--- config.mk ---
export PLATFORM = sky130hd
export DESIGN_NAME = sprite_line_scheduler_flat
export DESIGN_NICKNAME = d
export VERILOG_FILES = /design/src/rtl/sprite_line_scheduler_pkg.sv /design/src/rtl/sprite_line_scheduler_if.sv /design/src/rtl/sprite_line_scheduler_slot_list.sv /design/src/rtl/sprite_line_scheduler.sv /design/src/flat_wrapper.sv
export SDC_FILE = /design/constraint.sdc
export NUM_CORES = 1
export LEC_CHECK = 0
export BUFFER_PORTS_ARGS = -buffer_cell sky130_fd_sc_hd__buf_2
export CORE_MARGIN = 4
export CORE_UTILIZATION = 40
export CTS_BUF_LIST = sky130_fd_sc_hd__clkbuf_4 sky130_fd_sc_hd__clkbuf_8
export CTS_CLUSTER_DIAMETER = 60
export DETAILED_ROUTE_END_ITERATION = 12
export PLACE_DENSITY = 0.69
export SLEW_MARGIN = 5
export SYNTH_ARGS = -nofsm -noshare
export SYNTH_HDL_FRONTEND = slang
export SYNTH_SLANG_ARGS = --single-unit
--- constraint.sdc ---
create_clock -name clk -period 5.7 [get_ports clk]
set_input_delay 0.57 -clock clk [delete_from_list [all_inputs] [get_ports clk]]
set_output_delay 0.57 -clock clk [all_outputs]
set_load 0.01 [all_outputs]
--- src/rtl/sprite_line_scheduler_pkg.sv ---
// sprite_pkg: shared types and constants for the sprite line scheduler.
//
// Build option: define SPRITE_SCHED_HFLIP_EN to add a per-sprite horizontal
// flip bit (attribute bit 25). The default build has a 25-bit attribute word
// and never mirrors sprites.
package sprite_pkg;

  localparam int NUM_SPRITES  = 20;
  localparam int MAX_PER_LINE = 4;
  localparam int SPRITE_W     = 32;  // power of two
  localparam int SPRITE_H     = 32;  // power of two
  localparam int H_ACTIVE     = 640;

  localparam int ID_W    = 5;
  localparam int COORD_W = 10;
  localparam int RGB_W   = 24;
  localparam logic [RGB_W-1:0] TRANSPARENT = 24'h0;

  localparam int COL_W       = $clog2(SPRITE_W);
  localparam int ROW_W       = $clog2(SPRITE_H);
  localparam int SLOT_IDX_W  = $clog2(MAX_PER_LINE);
  localparam int SLOT_CNT_W  = $clog2(MAX_PER_LINE + 1);
  localparam int ATTR_ADDR_W = $clog2(NUM_SPRITES + 1);
  localparam int ROM_ADDR_W  = ID_W + ROW_W + COL_W;

`ifdef SPRITE_SCHED_HFLIP_EN
  localparam int ATTR_W = 1 + ID_W + 2 * COORD_W;

  typedef struct packed {
    logic               hflip;
    logic [ID_W-1:0]    id;
    logic [COORD_W-1:0] y;
    logic [COORD_W-1:0] x;
  } sprite_attr_t;

  typedef struct packed {
    logic               hflip;
    logic [ID_W-1:0]    id;
    logic [COORD_W-1:0] x;
    logic [ROW_W-1:0]   row;
  } slot_t;
`else
  localparam int ATTR_W = ID_W + 2 * COORD_W;

  typedef struct packed {
    logic [ID_W-1:0]    id;
    logic [COORD_W-1:0] y;
    logic [COORD_W-1:0] x;
  } sprite_attr_t;

  typedef struct packed {
    logic [ID_W-1:0]    id;
    logic [COORD_W-1:0] x;
    logic [ROW_W-1:0]   row;
  } slot_t;
`endif

  typedef enum logic [1:0] {IDLE, SCAN, FETCH, DONE} sched_state_t;

endpackage

--- src/rtl/sprite_line_scheduler_if.sv ---
// sprite_line_scheduler_if: all non-clock/reset signals of the scheduler.
//   job control : line_start, next_line -> busy, done, overflow, late
//   attribute   : attr_addr -> attr_data (registered read, 1 cycle later)
//   sprite ROM  : rom_req/rom_addr -> rom_gnt, rom_data
//   line buffer : lb_we, lb_waddr, lb_wdata
//   debug       : dbg_state (scheduler FSM state)
// Modport slave is the scheduler side, master is the environment side.
//
// ROM handshake: rom_req with rom_addr is held stable until a cycle in which
// rom_gnt is also high; that cycle is the accept, and rom_data for it is
// valid during exactly the following cycle. rom_gnt without rom_req has no
// effect.
interface sprite_line_scheduler_if;
  import sprite_pkg::*;

  logic                   line_start;
  logic [COORD_W-1:0]     next_line;
  logic [ATTR_ADDR_W-1:0] attr_addr;
  logic [ATTR_W-1:0]      attr_data;
  logic                   rom_req;
  logic [ROM_ADDR_W-1:0]  rom_addr;
  logic                   rom_gnt;
  logic [RGB_W-1:0]       rom_data;
  logic                   lb_we;
  logic [COORD_W-1:0]     lb_waddr;
  logic [RGB_W-1:0]       lb_wdata;
  logic                   busy;
  logic                   done;
  logic                   overflow;
  logic                   late;
  sched_state_t           dbg_state;

  modport slave (
    input  line_start, next_line, attr_data, rom_gnt, rom_data,
    output attr_addr, rom_req, rom_addr, lb_we, lb_waddr, lb_wdata,
    output busy, done, overflow, late, dbg_state
  );

  modport master (
    output line_start, next_line, attr_data, rom_gnt, rom_data,
    input  attr_addr, rom_req, rom_addr, lb_we, lb_waddr, lb_wdata,
    input  busy, done, overflow, late, dbg_state
  );
endinterface

--- src/rtl/sprite_line_scheduler_slot_list.sv ---
// sprite_slot_list: MAX_PER_LINE-entry register file of selected sprites.
//   clk, reset   : clock, asynchronous active-low reset
//   clear        : empty the list (wins over push)
//   push         : append push_slot; ignored when the list is full
//   count        : number of valid entries
//   rd_idx       : combinational read index -> rd_slot
module sprite_slot_list
  import sprite_pkg::*;
(
  input  logic                  clk,
  input  logic                  reset,
  input  logic                  clear,
  input  logic                  push,
  input  slot_t                 push_slot,
  output logic [SLOT_CNT_W-1:0] count,
  input  logic [SLOT_IDX_W-1:0] rd_idx,
  output slot_t                 rd_slot
);

  slot_t                 slots_q [MAX_PER_LINE];
  slot_t                 slots_d [MAX_PER_LINE];
  logic [SLOT_CNT_W-1:0] count_q, count_d;

  always_comb begin
    slots_d = slots_q;
    count_d = count_q;
    if (clear) begin
      for (int i = 0; i < MAX_PER_LINE; i++) slots_d[i] = '0;
      count_d = '0;
    end else if (push && (count_q != SLOT_CNT_W'(MAX_PER_LINE))) begin
      slots_d[count_q[SLOT_IDX_W-1:0]] = push_slot;
      count_d = count_q + 1'b1;
    end
  end

  always_ff @(posedge clk or negedge reset) begin
    if (!reset) begin
      for (int i = 0; i < MAX_PER_LINE; i++) slots_q[i] <= '0;
      count_q <= '0;
    end else begin
      slots_q <= slots_d;
      count_q <= count_d;
    end
  end

  assign count   = count_q;
  assign rd_slot = slots_q[rd_idx];

endmodule

--- src/rtl/sprite_line_scheduler.sv ---
// sprite_line_scheduler: per-scanline sprite selection and prefetch.
//   clk, reset : clock, asynchronous active-low reset
//   bus        : sprite_line_scheduler_if.slave (job control, attribute
//                read port, sprite ROM port, line buffer write port, debug)
// A job scans the attribute table for sprites covering next_line, keeps the
// first MAX_PER_LINE hits, then reads each kept sprite's row from the ROM and
// writes its opaque, on-screen pixels into the line buffer. Slots are drained
// from the highest index down so sprite 0 is written last and wins overlaps.
// Build option: SPRITE_SCHED_HFLIP_EN enables per-sprite horizontal mirroring.
module sprite_line_scheduler
  import sprite_pkg::*;
(
  input  logic                   clk,
  input  logic                   reset,
  sprite_line_scheduler_if.slave bus
);

  sched_state_t           state_q, state_d;
  logic [COORD_W-1:0]     line_q, line_d;
  logic [ATTR_ADDR_W-1:0] scan_q, scan_d;
  logic [SLOT_IDX_W-1:0]  fidx_q, fidx_d;
  logic [COL_W-1:0]       col_q, col_d;
  logic                   rom_req_q, rom_req_d;
  logic                   wr_pend_q, wr_pend_d;
  logic [COORD_W:0]       wr_x_q, wr_x_d;
  logic                   overflow_q, overflow_d;
  logic                   late_q, late_d;

  sprite_attr_t          attr;
  logic [COORD_W-1:0]    dy;
  logic                  hit;
  logic                  slot_push, slot_clear, slots_full;
  logic [SLOT_CNT_W-1:0] slot_count, count_after;
  slot_t                 new_slot, cur_slot;
  logic [COL_W-1:0]      rom_col;

  assign attr = sprite_attr_t'(bus.attr_data);
  // Modulo-2^10 distance: lines above the sprite wrap to large values and miss.
  assign dy   = line_q - attr.y;
  assign hit  = (attr.id != '0) && (dy[COORD_W-1:ROW_W] == '0);

  assign new_slot.id  = attr.id;
  assign new_slot.x   = attr.x;
  assign new_slot.row = dy[ROW_W-1:0];
`ifdef SPRITE_SCHED_HFLIP_EN
  assign new_slot.hflip = attr.hflip;
  // SPRITE_W is a power of two, so SPRITE_W-1-col is the bitwise inverse.
  assign rom_col = cur_slot.hflip ? ~col_q : col_q;
`else
  assign rom_col = col_q;
`endif

  assign slots_full  = (slot_count == SLOT_CNT_W'(MAX_PER_LINE));
  assign count_after = slot_count + SLOT_CNT_W'(slot_push);

  sprite_slot_list u_slots (
    .clk       (clk),
    .reset     (reset),
    .clear     (slot_clear),
    .push      (slot_push),
    .push_slot (new_slot),
    .count     (slot_count),
    .rd_idx    (fidx_q),
    .rd_slot   (cur_slot)
  );

  always_comb begin
    state_d    = state_q;
    line_d     = line_q;
    scan_d     = scan_q;
    fidx_d     = fidx_q;
    col_d      = col_q;
    rom_req_d  = rom_req_q;
    wr_pend_d  = 1'b0;
    wr_x_d     = wr_x_q;
    overflow_d = overflow_q;
    late_d     = 1'b0;
    slot_push  = 1'b0;
    slot_clear = 1'b0;

    if (bus.line_start) begin
      // New job always wins; an unfinished job is abandoned, including any
      // accepted read whose data would arrive next cycle.
      late_d     = (state_q != IDLE);
      line_d     = bus.next_line;
      overflow_d = 1'b0;
      slot_clear = 1'b1;
      scan_d     = '0;
      col_d      = '0;
      rom_req_d  = 1'b0;
      state_d    = SCAN;
    end else begin
      case (state_q)
        IDLE: ;
        SCAN: begin
          scan_d = scan_q + 1'b1;
          // attr_data seen now belongs to the address issued one cycle ago.
          if ((scan_q != '0) && hit) begin
            if (slots_full) overflow_d = 1'b1;
            else            slot_push  = 1'b1;
          end
          if (scan_q == ATTR_ADDR_W'(NUM_SPRITES)) begin
            scan_d = '0;
            if (count_after != '0) begin
              fidx_d    = SLOT_IDX_W'(count_after - 1'b1);
              col_d     = '0;
              rom_req_d = 1'b1;
              state_d   = FETCH;
            end else begin
              state_d = DONE;
            end
          end
        end
        FETCH: begin
          if (rom_req_q) begin
            if (bus.rom_gnt) begin
              wr_pend_d = 1'b1;
              wr_x_d    = (COORD_W+1)'(cur_slot.x) + (COORD_W+1)'(col_q);
              col_d     = col_q + 1'b1;
              if (&col_q) begin
                if (fidx_q == '0) rom_req_d = 1'b0;
                else              fidx_d    = fidx_q - 1'b1;
              end
            end
          end else begin
            // One drain cycle for the last write, then finish.
            state_d = DONE;
          end
        end
        DONE:    state_d = IDLE;
        default: state_d = IDLE;
      endcase
    end
  end

  always_ff @(posedge clk or negedge reset) begin
    if (!reset) begin
      state_q    <= IDLE;
      line_q     <= '0;
      scan_q     <= '0;
      fidx_q     <= '0;
      col_q      <= '0;
      rom_req_q  <= 1'b0;
      wr_pend_q  <= 1'b0;
      wr_x_q     <= '0;
      overflow_q <= 1'b0;
      late_q     <= 1'b0;
    end else begin
      state_q    <= state_d;
      line_q     <= line_d;
      scan_q     <= scan_d;
      fidx_q     <= fidx_d;
      col_q      <= col_d;
      rom_req_q  <= rom_req_d;
      wr_pend_q  <= wr_pend_d;
      wr_x_q     <= wr_x_d;
      overflow_q <= overflow_d;
      late_q     <= late_d;
    end
  end

  // line_start gates the request and the pending write in the same cycle so
  // an abandoned job neither issues nor completes another access.
  assign bus.rom_req   = rom_req_q & ~bus.line_start;
  assign bus.rom_addr  = rom_req_q ? {cur_slot.id, cur_slot.row, rom_col} : '0;
  assign bus.lb_we     = wr_pend_q & ~bus.line_start
                       & (bus.rom_data != TRANSPARENT)
                       & (wr_x_q < (COORD_W+1)'(H_ACTIVE));
  assign bus.lb_waddr  = bus.lb_we ? wr_x_q[COORD_W-1:0] : '0;
  assign bus.lb_wdata  = bus.lb_we ? bus.rom_data : '0;
  assign bus.attr_addr = scan_q;
  assign bus.busy      = (state_q != IDLE);
  assign bus.done      = (state_q == DONE);
  assign bus.overflow  = overflow_q;
  assign bus.late      = late_q;
  assign bus.dbg_state = state_q;

endmodule

--- src/flat_wrapper.sv ---
// flat-port wrapper written by rule: the top's interface ports become plain ports
module sprite_line_scheduler_flat import sprite_pkg::*;
  (clk, reset, bus_line_start, bus_next_line, bus_attr_data, bus_rom_gnt, bus_rom_data, bus_attr_addr, bus_rom_req, bus_rom_addr, bus_lb_we, bus_lb_waddr, bus_lb_wdata, bus_busy, bus_done, bus_overflow, bus_late, bus_dbg_state);
  sprite_line_scheduler_if bus_i ();
  input  logic clk;
  input  logic reset;
  input wire logic [$bits(bus_i.line_start)-1:0] bus_line_start;
  input wire logic [$bits(bus_i.next_line)-1:0] bus_next_line;
  input wire logic [$bits(bus_i.attr_data)-1:0] bus_attr_data;
  input wire logic [$bits(bus_i.rom_gnt)-1:0] bus_rom_gnt;
  input wire logic [$bits(bus_i.rom_data)-1:0] bus_rom_data;
  output wire logic [$bits(bus_i.attr_addr)-1:0] bus_attr_addr;
  output wire logic [$bits(bus_i.rom_req)-1:0] bus_rom_req;
  output wire logic [$bits(bus_i.rom_addr)-1:0] bus_rom_addr;
  output wire logic [$bits(bus_i.lb_we)-1:0] bus_lb_we;
  output wire logic [$bits(bus_i.lb_waddr)-1:0] bus_lb_waddr;
  output wire logic [$bits(bus_i.lb_wdata)-1:0] bus_lb_wdata;
  output wire logic [$bits(bus_i.busy)-1:0] bus_busy;
  output wire logic [$bits(bus_i.done)-1:0] bus_done;
  output wire logic [$bits(bus_i.overflow)-1:0] bus_overflow;
  output wire logic [$bits(bus_i.late)-1:0] bus_late;
  output wire logic [$bits(bus_i.dbg_state)-1:0] bus_dbg_state;
  assign bus_i.line_start = bus_line_start;
  assign bus_i.next_line = bus_next_line;
  assign bus_i.attr_data = bus_attr_data;
  assign bus_i.rom_gnt = bus_rom_gnt;
  assign bus_i.rom_data = bus_rom_data;
  assign bus_attr_addr = bus_i.attr_addr;
  assign bus_rom_req = bus_i.rom_req;
  assign bus_rom_addr = bus_i.rom_addr;
  assign bus_lb_we = bus_i.lb_we;
  assign bus_lb_waddr = bus_i.lb_waddr;
  assign bus_lb_wdata = bus_i.lb_wdata;
  assign bus_busy = bus_i.busy;
  assign bus_done = bus_i.done;
  assign bus_overflow = bus_i.overflow;
  assign bus_late = bus_i.late;
  assign bus_dbg_state = bus_i.dbg_state;
  sprite_line_scheduler u_core (.clk(clk), .reset(reset), .bus(bus_i));
endmodule
==> summary.txt <==
Timing
  • Fmax achieved: 222 MHz
  • RSZ-0062 raised after global routing: no
  • Hold WS: 215 ps
  • Final cycle utilization of the critical path: approximately 79%
  • Worst slew pin tran: 1070 ps
  • Rel. slew slack: 28.4%
  • Max Slew Vio Count: 0
  • Final Skew: around 8.9 ps
  • Final hold violation count: 0
  • Final setup TNS: 0 ps
  • Final setup fails: 0
  • Fin crit period: 4490 ps

Die
  • Cell Rows: between 40 and 50
  • Die width: 142 um
  • Die area: between 0.02 and 0.025 mm2
  • Initial core utilization: about two fifths
  • CORE AREA: 0.0174 mm2
  • Die Y: 142 um
  • IO Pins: 125

Layout
  • Antenna diodes: 0
  • Fraction of layout cells with a size suffix above 1: 28.8%
  • Final-stage net count: 852
  • P&R area growth vs syn: 16.9%

Clocking
  • Total CTS buffers: 17
  • Clk pin slew, worst setup/hold paths: 70 ps
  • Clock sink count: roughly 120
  • Post-CTS Hold Buffers: 0
  • H-Tree Depth: 4
  • CTS tree: done
  • Clock Tree Buf Depth: 2
  • Postcts setup bufs: 0
  • Clock latency on the worst-skew pair: around 450 ps
  • Resize count post-CTS: 0
  • Root buffer cell: clkbuf_8

Synth
  • Post-synthesis sequential area ratio: a little over two fifths
  • Synth cell types: 57
  • Number of flops mapped to enable cells by yosys: 0
  • Yosys reg bits: 122
  • Post-synth top flop: dfrtp_1
  • Ys async rst share: 100%
  • Yosys top cell by area: dfrtp_1
  • Synth Area per Inst: 11.1 um2
  • Cell area after synthesis: 0.00718 mm2
  • Synth top area share: 42.5%
  • Post-Synthesis Cells: 648
  • Syn Nets: 737
  • Area contributors post-synth: dfrtp_1 43%, mux2i_1 7.5%, nand2b_1 6.4%
  • Ys Warns: 0

Power and ir drop
  • Pwr per Cell Area: 227 mW/mm2
  • Worst VDD drop: between 200 and 250 uV
  • P_leak: 4.40 nW

Placement
  • Detailed placement HPWL: 10700 um
  • # port buffers: about 120
  • Routability cong.: 0.765

Routing
  • First-pass DRT Iterations: 4
  • Initial DRC Count: around 260
  • Vias: 5057
  • Vias/cell: 5.06
  • # DRC: 0
  • Post-route antenna net violation count: 0
  • DR WL/cell: about 16 um
  • WL final: around 16000 um

GRT
  • First-pass GRT wire length: 25600 um
  • Grt ovf: 0
  • Pin count of the biggest net entering global routing: 98
  • Number of antenna violations at the first check in global routing: 2
  • Vias in the first global route: a little over 5000
  • Total GRT Usage: ~16%

Critical path
  • Crit end category: register
  • Startpoint types: register
  • CP Max Fanout: 6
  • Worst Path Required: 6020 ps
  • Critical Path AT: 4820 ps
  • CP Class: register to register

Job
  • Max Cap Viol: 0

Outcome
  • Status: finished clean

Hold path
  • HP Class: input pin to async pin
## power by group
| part | internal, W | switching [W] |
|---|---|---|
| clock network | 0.000476 | 0.000335 |
| logic | 0.0000856 | 0.000119 |
| registers | 0.000878 | 0.00000938 |
## state kept, by name (all words and copies together) (netlist names)
signal                  count
u_core.bus.attr_addr        5
u_core.bus.dbg_state        2
u_core.bus.late             1
u_core.bus.overflow         1
u_core.col_q                5
u_core.fidx_q               2
u_core.line_q              10
u_core.rom_req_q            1
u_core.u_slots.count        3
u_core.u_slots.slots_q     80
u_core.wr_pend_q            1
u_core.wr_x_q              11
## final timing paths
kind	startpoint	to	cells after the start	slack, ps
max in group asynchronous	reset	u_core.u_slots.slots_q[15]	2	4250
worst min register to register	u_core.wr_x_q[1]	u_core.wr_x_q[1]	2	470
min in group clk	bus_next_line[2]	u_core.line_q[2]	2	350
worst max register to register	u_core.line_q[0]	u_core.fidx_q[0]	18	1210
worst min-delay path	reset	u_core.line_q[9]	1	210
worst max-delay path	u_core.line_q[0]	u_core.fidx_q[0]	18	1210
## metrics by stage
stage | setup slack (ps) | instance area [um2] | util (%) | power, W | instances
floorplan | 1360 | 7180 | - | 0.00103 | 648
global placement | 1030 | 7980 | 45.8 | 0.00111 | 969
detailed placement | 972 | 7980 | 45.8 | 0.00111 | 969
CTS | 1170 | 8390 | 48.2 | 0.00193 | 999
global route | 837 | 8390 | 48.2 | 0.00199 | 999
finish | 1210 | 8390 | 48.2 | 0.00190 | 999
## layout make-up
type                            count  area, um2
Fill cell                        1621       9020
Timing Repair Buffer              132        686
Multi-Input combinational cell    469       3880
Clock inverter                      8        118
Inverter                           21       78.8
Clock buffer                       22        297
Tap cell                          225        282
Sequential cell                   122       3050
## cells in the final DEF, fill, tap and decap left out, drive strengths merged, types with 11 or more instances in the layout
| cell type | n |
|---|---|
| mux2i | 54 |
| nand3 | 11 |
| nor2 | 26 |
| a21oi | 15 |
| mux2 | 35 |
| and2 | 56 |
| nand2b | 73 |
| mux4 | 20 |
| o21ai | 20 |
| clkbuf | 22 |
| nor2b | 31 |
| inv | 21 |
| ha | 24 |
| xor2 | 11 |
| nand2 | 25 |
| buf | 132 |
| dfrtp | 122 |
## critical path, stage by stage, from the launching register on
cell       delay [ps]
dfrtp_1           360
inv_1              60
ha_1              150
inv_1              60
fa_1              410
a21oi_1           200
o2bb2ai_1         100
or4_1             420
or4b_4            520
a311oi_4          420
and2_1            230
ha_1              160
ha_1              250
o31ai_1           310
nor2_1            120
o21bai_1          320
nor3_1             80
a21oi_1           130
o31ai_1            80
## kinds of logic after synthesis
group	Yosys count	share of synthesized area (%)
xor gates and xnor gates	18	2.20
muxes	109	20.5
AOI/OAI and AO/OA	66	6.08
adders and majority gates	26	4.74
buffers and inverters	57	3.45
and+or+nand+nor	250	20.5
DFF	122	42.5
## Yosys cell counts, types with 3 or more instances
library cell / count
dfrtp_1: 122
nand2b_1: 73
and2_1: 56
mux2i_1: 54
nor2b_1: 31
clkbuf_1: 27
nor2_1: 26
nand2_1: 25
ha_1: 24
mux2_4: 23
inv_1: 21
mux4_2: 20
o21ai_0: 19
a21oi_1: 15
xor2_1: 11
mux2_2: 9
nand3_1: 8
xnor2_1: 7
nor4_1: 6
o31ai_1: 5
buf_6: 4
nand4_1: 4
a211oi_1: 3
a21o_1: 3
and3_1: 3
buf_2: 3
mux2_1: 3
nand3_2: 3
## per-layer routing
| metal | track usage (%) | vias up | wire (um) |
|---|---|---|---|
| met5 | 0 | - | 21 |
| met4 | 4.09 | 4 | 152 |
| met3 | 4.77 | 16 | 961 |
| met2 | 25.4 | 125 | 7280 |
| met1 | 21.3 | 2443 | 7210 |
| li1 | - | 2469 | - |
No activity file was read; power rests on OpenSTA's default activity.
